<file path="src/rtl/div_pkg.sv">
// ----------------------------------------------------------------------------
// div_pkg
// Shared definitions for the sequential 16-by-8 restoring divider.
//   DIV_N      : divisor / quotient / remainder width (dividend is 2*DIV_N)
//   DIV_CNT_W  : width of the iteration counter (counts DIV_N-1 down to 0)
//   div_state_t: controller states
// ----------------------------------------------------------------------------
package div_pkg;

    localparam int DIV_N     = 8;
    localparam int DIV_CNT_W = $clog2(DIV_N);

    typedef enum logic [1:0] {
        IDLE = 2'd0,
        BUSY = 2'd1,
        DONE = 2'd2
    } div_state_t;

endpackage

</file>
<file path="src/rtl/div_step.sv">
// ----------------------------------------------------------------------------
// div_step
// One combinational iteration of restoring division on the {R,Q} pair.
//   r_in    [N-1:0] : partial remainder (always < divisor between steps)
//   q_in    [N-1:0] : dividend low bits being shifted out / quotient shifted in
//   divisor [N-1:0] : divisor
//   r_out   [N-1:0] : partial remainder after this step
//   q_out   [N-1:0] : Q shifted left with the new quotient bit in bit 0
// ----------------------------------------------------------------------------
module div_step
    import div_pkg::*;
#(
    parameter int N = DIV_N
) (
    input  logic [N-1:0] r_in,
    input  logic [N-1:0] q_in,
    input  logic [N-1:0] divisor,
    output logic [N-1:0] r_out,
    output logic [N-1:0] q_out
);

    logic [N:0] r_shift;
    logic [N:0] trial;

    // The shifted remainder is below 2*divisor, so the N+1-bit difference has
    // its top bit clear exactly when the subtraction did not go negative.
    // A restored remainder is below the divisor, so its top bit is zero and
    // only the low N bits need to be kept.
    always_comb begin
        r_shift = {r_in, q_in[N-1]};
        trial   = r_shift - {1'b0, divisor};
        if (!trial[N]) begin
            r_out = trial[N-1:0];
            q_out = {q_in[N-2:0], 1'b1};
        end else begin
            r_out = r_shift[N-1:0];
            q_out = {q_in[N-2:0], 1'b0};
        end
    end

endmodule

</file>
<file path="src/rtl/div_16x8_seq.sv">
// ----------------------------------------------------------------------------
// div_16x8_seq
// Sequential unsigned restoring divider: 2N-bit dividend by N-bit divisor,
// one quotient bit per clock, one operation in flight.
//   clk, rst              : clock, synchronous active-high reset
//   in_valid / in_ready   : operand handshake (ready only in IDLE)
//   dividend [2N-1:0]     : unsigned dividend
//   divisor  [N-1:0]      : unsigned divisor
//   out_valid / out_ready : result handshake (valid only in DONE)
//   quotient, remainder   : registered results, held through DONE
//   div_by_zero           : divisor was zero
//   overflow              : true quotient would not fit in N bits
// CNT_W must be wide enough to hold N-1.
// ----------------------------------------------------------------------------
module div_16x8_seq
    import div_pkg::*;
#(
    parameter int N     = DIV_N,
    parameter int CNT_W = DIV_CNT_W
) (
    input  logic           clk,
    input  logic           rst,
    input  logic           in_valid,
    output logic           in_ready,
    input  logic [2*N-1:0] dividend,
    input  logic [N-1:0]   divisor,
    output logic           out_valid,
    input  logic           out_ready,
    output logic [N-1:0]   quotient,
    output logic [N-1:0]   remainder,
    output logic           div_by_zero,
    output logic           overflow
);

    div_state_t       state;
    div_state_t       next_state;
    logic [N-1:0]     r_reg;
    logic [N-1:0]     q_reg;
    logic [N-1:0]     dvs_reg;
    logic [CNT_W-1:0] cnt;
    logic             dbz_reg;
    logic             ovf_reg;
    logic [N-1:0]     r_next;
    logic [N-1:0]     q_next;
    logic             accept;
    logic             is_zero;
    logic             is_ovf;

    // The divisor is latched at accept so the operand bus is free while busy.
    div_step #(.N(N)) u_step (
        .r_in    (r_reg),
        .q_in    (q_reg),
        .divisor (dvs_reg),
        .r_out   (r_next),
        .q_out   (q_next)
    );

    // Zero divisor and quotients too large for N bits skip the iteration
    // loop entirely and report saturated results one edge after accept.
    always_comb begin
        accept  = in_valid && (state == IDLE);
        is_zero = (divisor == '0);
        is_ovf  = !is_zero && (dividend[2*N-1:N] >= divisor);
    end

    // Next-state decode; DONE waits for the consumer and does not look at
    // in_valid, so a result can never be taken and replaced on the same edge.
    always_comb begin
        next_state = state;
        case (state)
            IDLE: begin
                if (accept) begin
                    next_state = (is_zero || is_ovf) ? DONE : BUSY;
                end
            end
            BUSY: begin
                if (cnt == '0) begin
                    next_state = DONE;
                end
            end
            DONE: begin
                if (out_ready) begin
                    next_state = IDLE;
                end
            end
            default: next_state = IDLE;
        endcase
    end

    // State and datapath registers. The remainder register is kept N bits
    // wide because a restored remainder never reaches the divisor.
    always_ff @(posedge clk) begin
        if (rst) begin
            state   <= IDLE;
            r_reg   <= '0;
            q_reg   <= '0;
            dvs_reg <= '0;
            cnt     <= '0;
            dbz_reg <= 1'b0;
            ovf_reg <= 1'b0;
        end else begin
            state <= next_state;
            case (state)
                IDLE: begin
                    if (accept) begin
                        dvs_reg <= divisor;
                        if (is_zero) begin
                            q_reg   <= '1;
                            r_reg   <= dividend[N-1:0];
                            dbz_reg <= 1'b1;
                            ovf_reg <= 1'b0;
                        end else if (is_ovf) begin
                            q_reg   <= '1;
                            r_reg   <= '0;
                            dbz_reg <= 1'b0;
                            ovf_reg <= 1'b1;
                        end else begin
                            r_reg   <= dividend[2*N-1:N];
                            q_reg   <= dividend[N-1:0];
                            cnt     <= CNT_W'(N-1);
                            dbz_reg <= 1'b0;
                            ovf_reg <= 1'b0;
                        end
                    end
                end
                BUSY: begin
                    r_reg <= r_next;
                    q_reg <= q_next;
                    if (cnt != '0) begin
                        cnt <= cnt - 1'b1;
                    end
                end
                default: begin
                end
            endcase
        end
    end

    assign in_ready    = (state == IDLE);
    assign out_valid   = (state == DONE);
    assign quotient    = q_reg;
    assign remainder   = r_reg;
    assign div_by_zero = dbz_reg;
    assign overflow    = ovf_reg;

endmodule

</file>
<file path="config.mk">
export PLATFORM = sky130hd
export DESIGN_NAME = div_16x8_seq
export DESIGN_NICKNAME = d
export VERILOG_FILES = /design/src/rtl/div_pkg.sv /design/src/rtl/div_step.sv /design/src/rtl/div_16x8_seq.sv
export SDC_FILE = /design/constraint.sdc
export NUM_CORES = 1
export LEC_CHECK = 0
export BUFFER_PORTS_ARGS = -buffer_cell sky130_fd_sc_hd__buf_2
export CORE_MARGIN = 2
export CORE_UTILIZATION = 58
export CTS_CLUSTER_DIAMETER = 30
export DETAILED_ROUTE_END_ITERATION = 12
export GPL_ROUTABILITY_DRIVEN = 0
export PLACE_DENSITY = 0.87
export REMOVE_ABC_BUFFERS = 1
export SLEW_MARGIN = 5
export SYNTH_ARGS = -nofsm -noshare
export SYNTH_HDL_FRONTEND = slang
export SYNTH_SLANG_ARGS = --single-unit
</file>
<file path="constraint.sdc">
create_clock -name clk -period 3.6 [get_ports clk]
set_input_delay 0.36 -clock clk [delete_from_list [all_inputs] [get_ports clk]]
set_output_delay 0.36 -clock clk [all_outputs]
set_load 0.02 [all_outputs]
</file>
### After elaboration in Yosys (flattened, before gate mapping)

Index checks and enable logic that the tools add are counted.

* register bits after elaboration: 31
* input port bits: 28
* output and inout bits: 20

* add/sub/neg operators: 2
* order comparisons: 1
* equality and inequality tests: 8
* mux-type cells: 23
* reductions and logical operators: 13

Operators with widths (number)
* 8-bit 2-to-1 mux: 7
* 8-bit case mux with 2 select lines: 2
* 3-bit 2-to-1 mux: 4
* 9-bit by 8-bit subtractor with 9-bit output: 1
* 8-bit >= comparator: 1
* 8-bit logical NOT: 1
* 2-bit 2-to-1 mux: 4
* 2-bit != test (second input constant): 4
* 2-bit case mux with 3 select lines: 1
* 3-bit case mux with 2 select lines: 1
* 5-bit AND reduction: 1
* 1-bit 2-to-1 mux: 4
* 2-bit by 1-bit != test with 1-bit output (second input constant): 2
* 2-bit AND reduction: 2
* 3-bit logical NOT: 1
* 3-bit AND reduction: 1
* 3-bit nonzero test: 1
* 3-bit by 1-bit subtractor with 3-bit output (second input constant): 1
* 2-bit by 1-bit == test with 1-bit output (second input constant): 1
* 2-bit == test (second input constant): 1
* 1-bit logical AND: 2
* 2-bit logical NOT: 1
* 2-bit nonzero test: 1
* 1-bit logical NOT: 1
* 1-bit logical OR: 1

### Depth between registers and ports, before layout

* word-level depth: 7
* depth in mapped cells: 11
* gate-level depth less buffers: 10

### Cells and area by module

A second synthesis with hierarchy kept.

* cell total of the unflattened synthesis: 279
* area total of the unflattened synthesis: 2338.5 um^2

Modules (own cells, without submodules)
* div_16x8_seq: times used 1, cells an instance 214, area each 1800.5 um^2
* div_step: times used 1, cells an instance 65, area each 538.0 um^2

### Worst setup path before layout

Ideal clock, no wire load.

* path kind: reg2reg
* start: register r_reg[1], in the netlist remainder[1]
* end: register r_reg[2], in the netlist remainder[2]
* setup time: 0.103 ns
* data arrival time: 2.462 ns
* data required time: 3.497 ns
* path slack: 1.035 ns
* cell stages (with the launch flop): 10
* period minus slack after synthesis: 2.565 ns
* cells stage by stage: dfxtp_1 > ha_1 > nor2b_1 > o21a_1 > a311o_2 > o31ai_2 > xnor2_1 > buf_6 > mux2i_1 > a2111oi_2

* longest elaborated chain between the ends: 3

RTL lines
* start: declaration: RTL line div_16x8_seq.sv:37 `logic [N-1:0] r_reg;`
* start signal: assignment: RTL line div_16x8_seq.sv:109 `r_reg <= dividend[N-1:0];`
* start signal: assignment: RTL line div_16x8_seq.sv:118 `r_reg <= dividend[2*N-1:N];`
* start signal: assignment: RTL line div_16x8_seq.sv:127 `r_reg <= r_next;`
* 9-bit by 8-bit subtractor with 9-bit output: RTL line div_step.sv:31 `trial = r_shift - {1'b0, divisor};`
* 8-bit 2-to-1 mux *: RTL line div_step.sv:32 `if (!trial[N]) begin`
* 8-bit case mux with 2 select lines *: RTL line div_16x8_seq.sv:103 `case (state)`

Every way passes the cells marked *; elsewhere a longest branch is shown, timed or not.
A chain may end at the register's enable or synchronous reset.

### Worst setup path after layout

* start: register q_reg[7], in the netlist quotient[7]
* end: register r_reg[6], in the netlist remainder[6]

* longest elaborated chain between the ends: 3

RTL lines
* start: declaration: RTL line div_16x8_seq.sv:38 `logic [N-1:0] q_reg;`
* start signal: assignment: RTL line div_16x8_seq.sv:119 `q_reg <= dividend[N-1:0];`
* start signal: assignment: RTL line div_16x8_seq.sv:128 `q_reg <= q_next;`
* 9-bit by 8-bit subtractor with 9-bit output: RTL line div_step.sv:31
* 8-bit 2-to-1 mux: RTL line div_step.sv:32
* 8-bit case mux with 2 select lines: RTL line div_16x8_seq.sv:103

No other way between the ends.

==> reports/summary.md <==
The number of setup buffers added after CTS was 0. The number of antenna diodes in the final layout is 0. The worst slew margin relative to its limit came out at 25.35%.

For the sum of net half-perimeters after detailed placement, the log shows 3.869 mm. The final period demand of the worst path was 3.219 ns. The most critical setup path has its startpoint at quotient[7]$_SDFFE_PP0P_. Once routing completed, OpenROAD measured the worst setup slack at 0.3808 ns. The number of setup violations in the final report is 0, and the worst supply voltage drop on vdd is 0.2481 mV.

The tools report the nature of the critical path endpoint as a flip-flop. The worst setup path is of the flip-flop to flip-flop kind. TritonCTS built the clock tree. STA classifies the critical path startpoint as a flip-flop. The portion of synthesized cell area occupied by the leading cell type was 30.17%.

The average instance area after synthesis came out at 8.067 um2. The number of nets with antenna violations after routing came out at 0. The final route contains 2036 vias. The first global-routing pass estimated 8.542 mm of wire. The tools report the highest clock rate as 310.6 MHz. For this design, the slowest cell found on the critical path is xnor2_1. The die covers 4039 um2. For the number of max-slew violations in the final report, the log shows 0. Share of synthesized registers carrying an async set or reset: 0%. The number of clock sinks seen by CTS was 31; the width of the die was 63.55 um. The tools report the final-stage net count as 343. The initial antenna violation count was 0. The final hold violation count is 0, and the area added between synthesis and finish is 15.09%. Setup repair after global routing left no endpoint under its margin. Per-cell via count in the routed design: 5.936. For the post-cts hold buffer count, the log shows 0. The min-delay analysis places its worst path in the category input pin to flip-flop. The number of different library cells used by synthesis comes to 42.

Pin placement for this block handled 48 I/O pins. The tools report the via count of the first global-routing pass as 1865. The tools report the non-filler instance count after layout as 343. The largest total area in the synthesized netlist belongs to dfxtp_1.

For this run the aggregate overflow at the end of global routing stands at 0. The later pin in the worst-skew pair is clocked with a latency of 0.35 ns. The tools report the worst min-delay path startpoint as divisor[6].

Data on the critical path arrives at its endpoint at 3.45 ns. For the pin with the worst max-slew slack, the measured transition is 1.112 ns. Launch instance of the worst register-to-register path: quotient[7]$_SDFFE_PP0P_. For this run, the leading register cell type out of synthesis is dfxtp_1. Measured along the y axis, the die boundary spans 63.55 um. The flow ran to the end, and the final reports show no timing, DRC or antenna violations. The detailed router finished its first iteration with 154 violations. The starting density of the core is 61.16%, and the final total power is 1225 uW.

For this run, the total global-route usage over all layers was measured as 27.16%. The longest clock path from root to sink contains 2 buffers. The power density relative to cell area was 517.6 nW/um2; the final sum of negative setup slack was 0 ns. Synthesis produced 255 cells.

The synthesized design contains 0 enable-type register cells. In this run, synthesis produced a sequential element count of 31. The maximum net fanout on the critical path works out to 11.

Between clock sinks in the finished design, the worst skew comes to 0.01019 ns. The area of the mapped netlist came out at 2057 um2. Timing analysis after detailed placement gives a worst setup slack of 0.3481 ns. The share of post-route cells with drive strength above 1 is 21.21%, and the number of design rule violations left after detail routing is 0. The analysis attributes to cell leakage a power of 0.001044 uW. For the worst setup path, the data required time is 3.83 ns. Hold is met by 0.2666 ns. The number of detailed-routing iterations run before antenna repair is 7, and the sequential element share of the synthesized area is 30.17%. The tools report the total core area as 3363 um2. Maximum level of the CTS H-tree: 2. The signal on the critical path passes through inv_1 > ha_1 > fa_1 > nor2b_1 > o21a_1 > a311o_2 > o31ai_2 > xnor2_1 > mux2i_1 > a2111oi_0. The count of standard-cell rows was 21; the average detailed-routed wire length per instance was 15.15 um. The worst path uses 89.42% of the clock period.

Sorting the synthesized cells by area gives the leading types as dfxtp_1 30%, ha_1 11%, a21oi_1 6.6%. The number of instances in the placed design was 335. Input and output buffers added on the ports amount to 47.

The largest net degree at the start of global routing is 32. Post-CTS repair changed the size of 0 cells. The final layout contains routed wiring with a total length of 5.195 mm. The reported max-cap violation count was 0.

The largest single stage delay on the critical path is 0.86 ns. For this run, the number of Yosys warnings is 0. The number of CTS-inserted buffers was 5; the register clock-pin slew on the reported worst setup and hold paths was 0.10 ns. CTS placed an instance of clkbuf_4 at the clock tree root.
[report_power, final]
| group | internal (uW) | switching [uW] | total [uW] |
|---|---|---|---|
| Sequential | 388 | 42.2 | 430 |
| Clock | 115 | 129 | 244 |
| Combinational | 233 | 318 | 551 |
[through the flow]
step                instance area [um2]  utilization, %
floorplan                          1991               -
global placement                   2298           68.34
detailed placement                 2298           68.34
CTS                                2367           70.39
global route                       2367           70.39
finish                             2367           70.39
[cell usage after synthesis (2+ instances only)]
cell type and count:
nor2b_1 7, buf_2 2, buf_1 2, nand3_1 4, nor2_1 20, a31oi_1 2, or4_1 2, dfxtp_1 31
a21oi_1 27, ha_1 18, a2111oi_2 4, a211oi_1 3, nand2b_1 4, a22oi_1 9, inv_1 21, o311a_1 2
mux2i_1 6, a221oi_1 7, and2_1 2, a311oi_1 3, a21o_1 4, xor2_1 2, nand2_1 23, clkbuf_1 10
xnor2_1 5, o21a_1 3, o21ai_0 13, nor3_1 5
[worst paths after layout]
| path | endpoint | slack, ns | cells past startpoint |
|---|---|---|---|
| setup / recovery | remainder[6]$_SDFFE_PP0P_ | 0.38 | 10 |
| hold / removal | dvs_reg[6]$_SDFFE_PP0P_ | 0.27 | 3 |
| setup reg to reg | remainder[6]$_SDFFE_PP0P_ | 0.38 | 10 |
| hold reg to reg | div_by_zero$_SDFFE_PP0P_ | 0.46 | 2 |
[worst max-delay path, delay by kind of cell (launching register included)]
family                   cells  cell delay (ns)
flip-flops                   1             0.39
AND/OR/NAND/NOR              1             0.13
buffers and inverters        1             0.06
XOR/XNOR                     1             0.86
multiplexers                 1             0.19
AO/OA/AOI/OAI                4             0.83
adder cells (fa/ha/maj)      2             0.63
[cells in the final DEF (no fill, tap or decap), types with 9 or more instances in the layout]
cell / synthesis / routed
buf_2: 2 / 47
ha_1: 18 / 18
nand2_1: 23 / 23
inv_1: 21 / 21
a21oi_1: 27 / 27
dfxtp_1: 31 / 31
a22oi_1: 9 / 9
o21ai_0: 13 / 13
nor2_1: 20 / 20
[per-layer routing]
metal,track usage (%),routed length [um]
met1,34.41,2229
met2,45.00,2526
met3,7.500,362
met4,7.880,76
met5,0,0
[logic make-up (layout without fill, tap and decap cells)]
| family | after synthesis | after routing | synth area share [%] |
|---|---|---|---|
| xor gates and xnor gates | 7 | 7 | 2.981 |
| adders and majority gates | 19 | 19 | 11.92 |
| AOI/OAI and AO/OA | 85 | 85 | 28.95 |
| buffers and inverters | 36 | 78 | 7.056 |
| muxes | 6 | 6 | 2.920 |
| and+or+nand+nor | 71 | 71 | 16.00 |
| DFF | 31 | 31 | 30.17 |
[layout make-up]
type                       count  area, um2
inverter                      21      78.83
multi-input combinational    188       1291
fill                         307      996.0
clock buffer                   8      68.82
tap                           46      57.56
timing repair buffer          49      250.2
sequential                    31      620.6
Power figures use the tool's default switching activity.
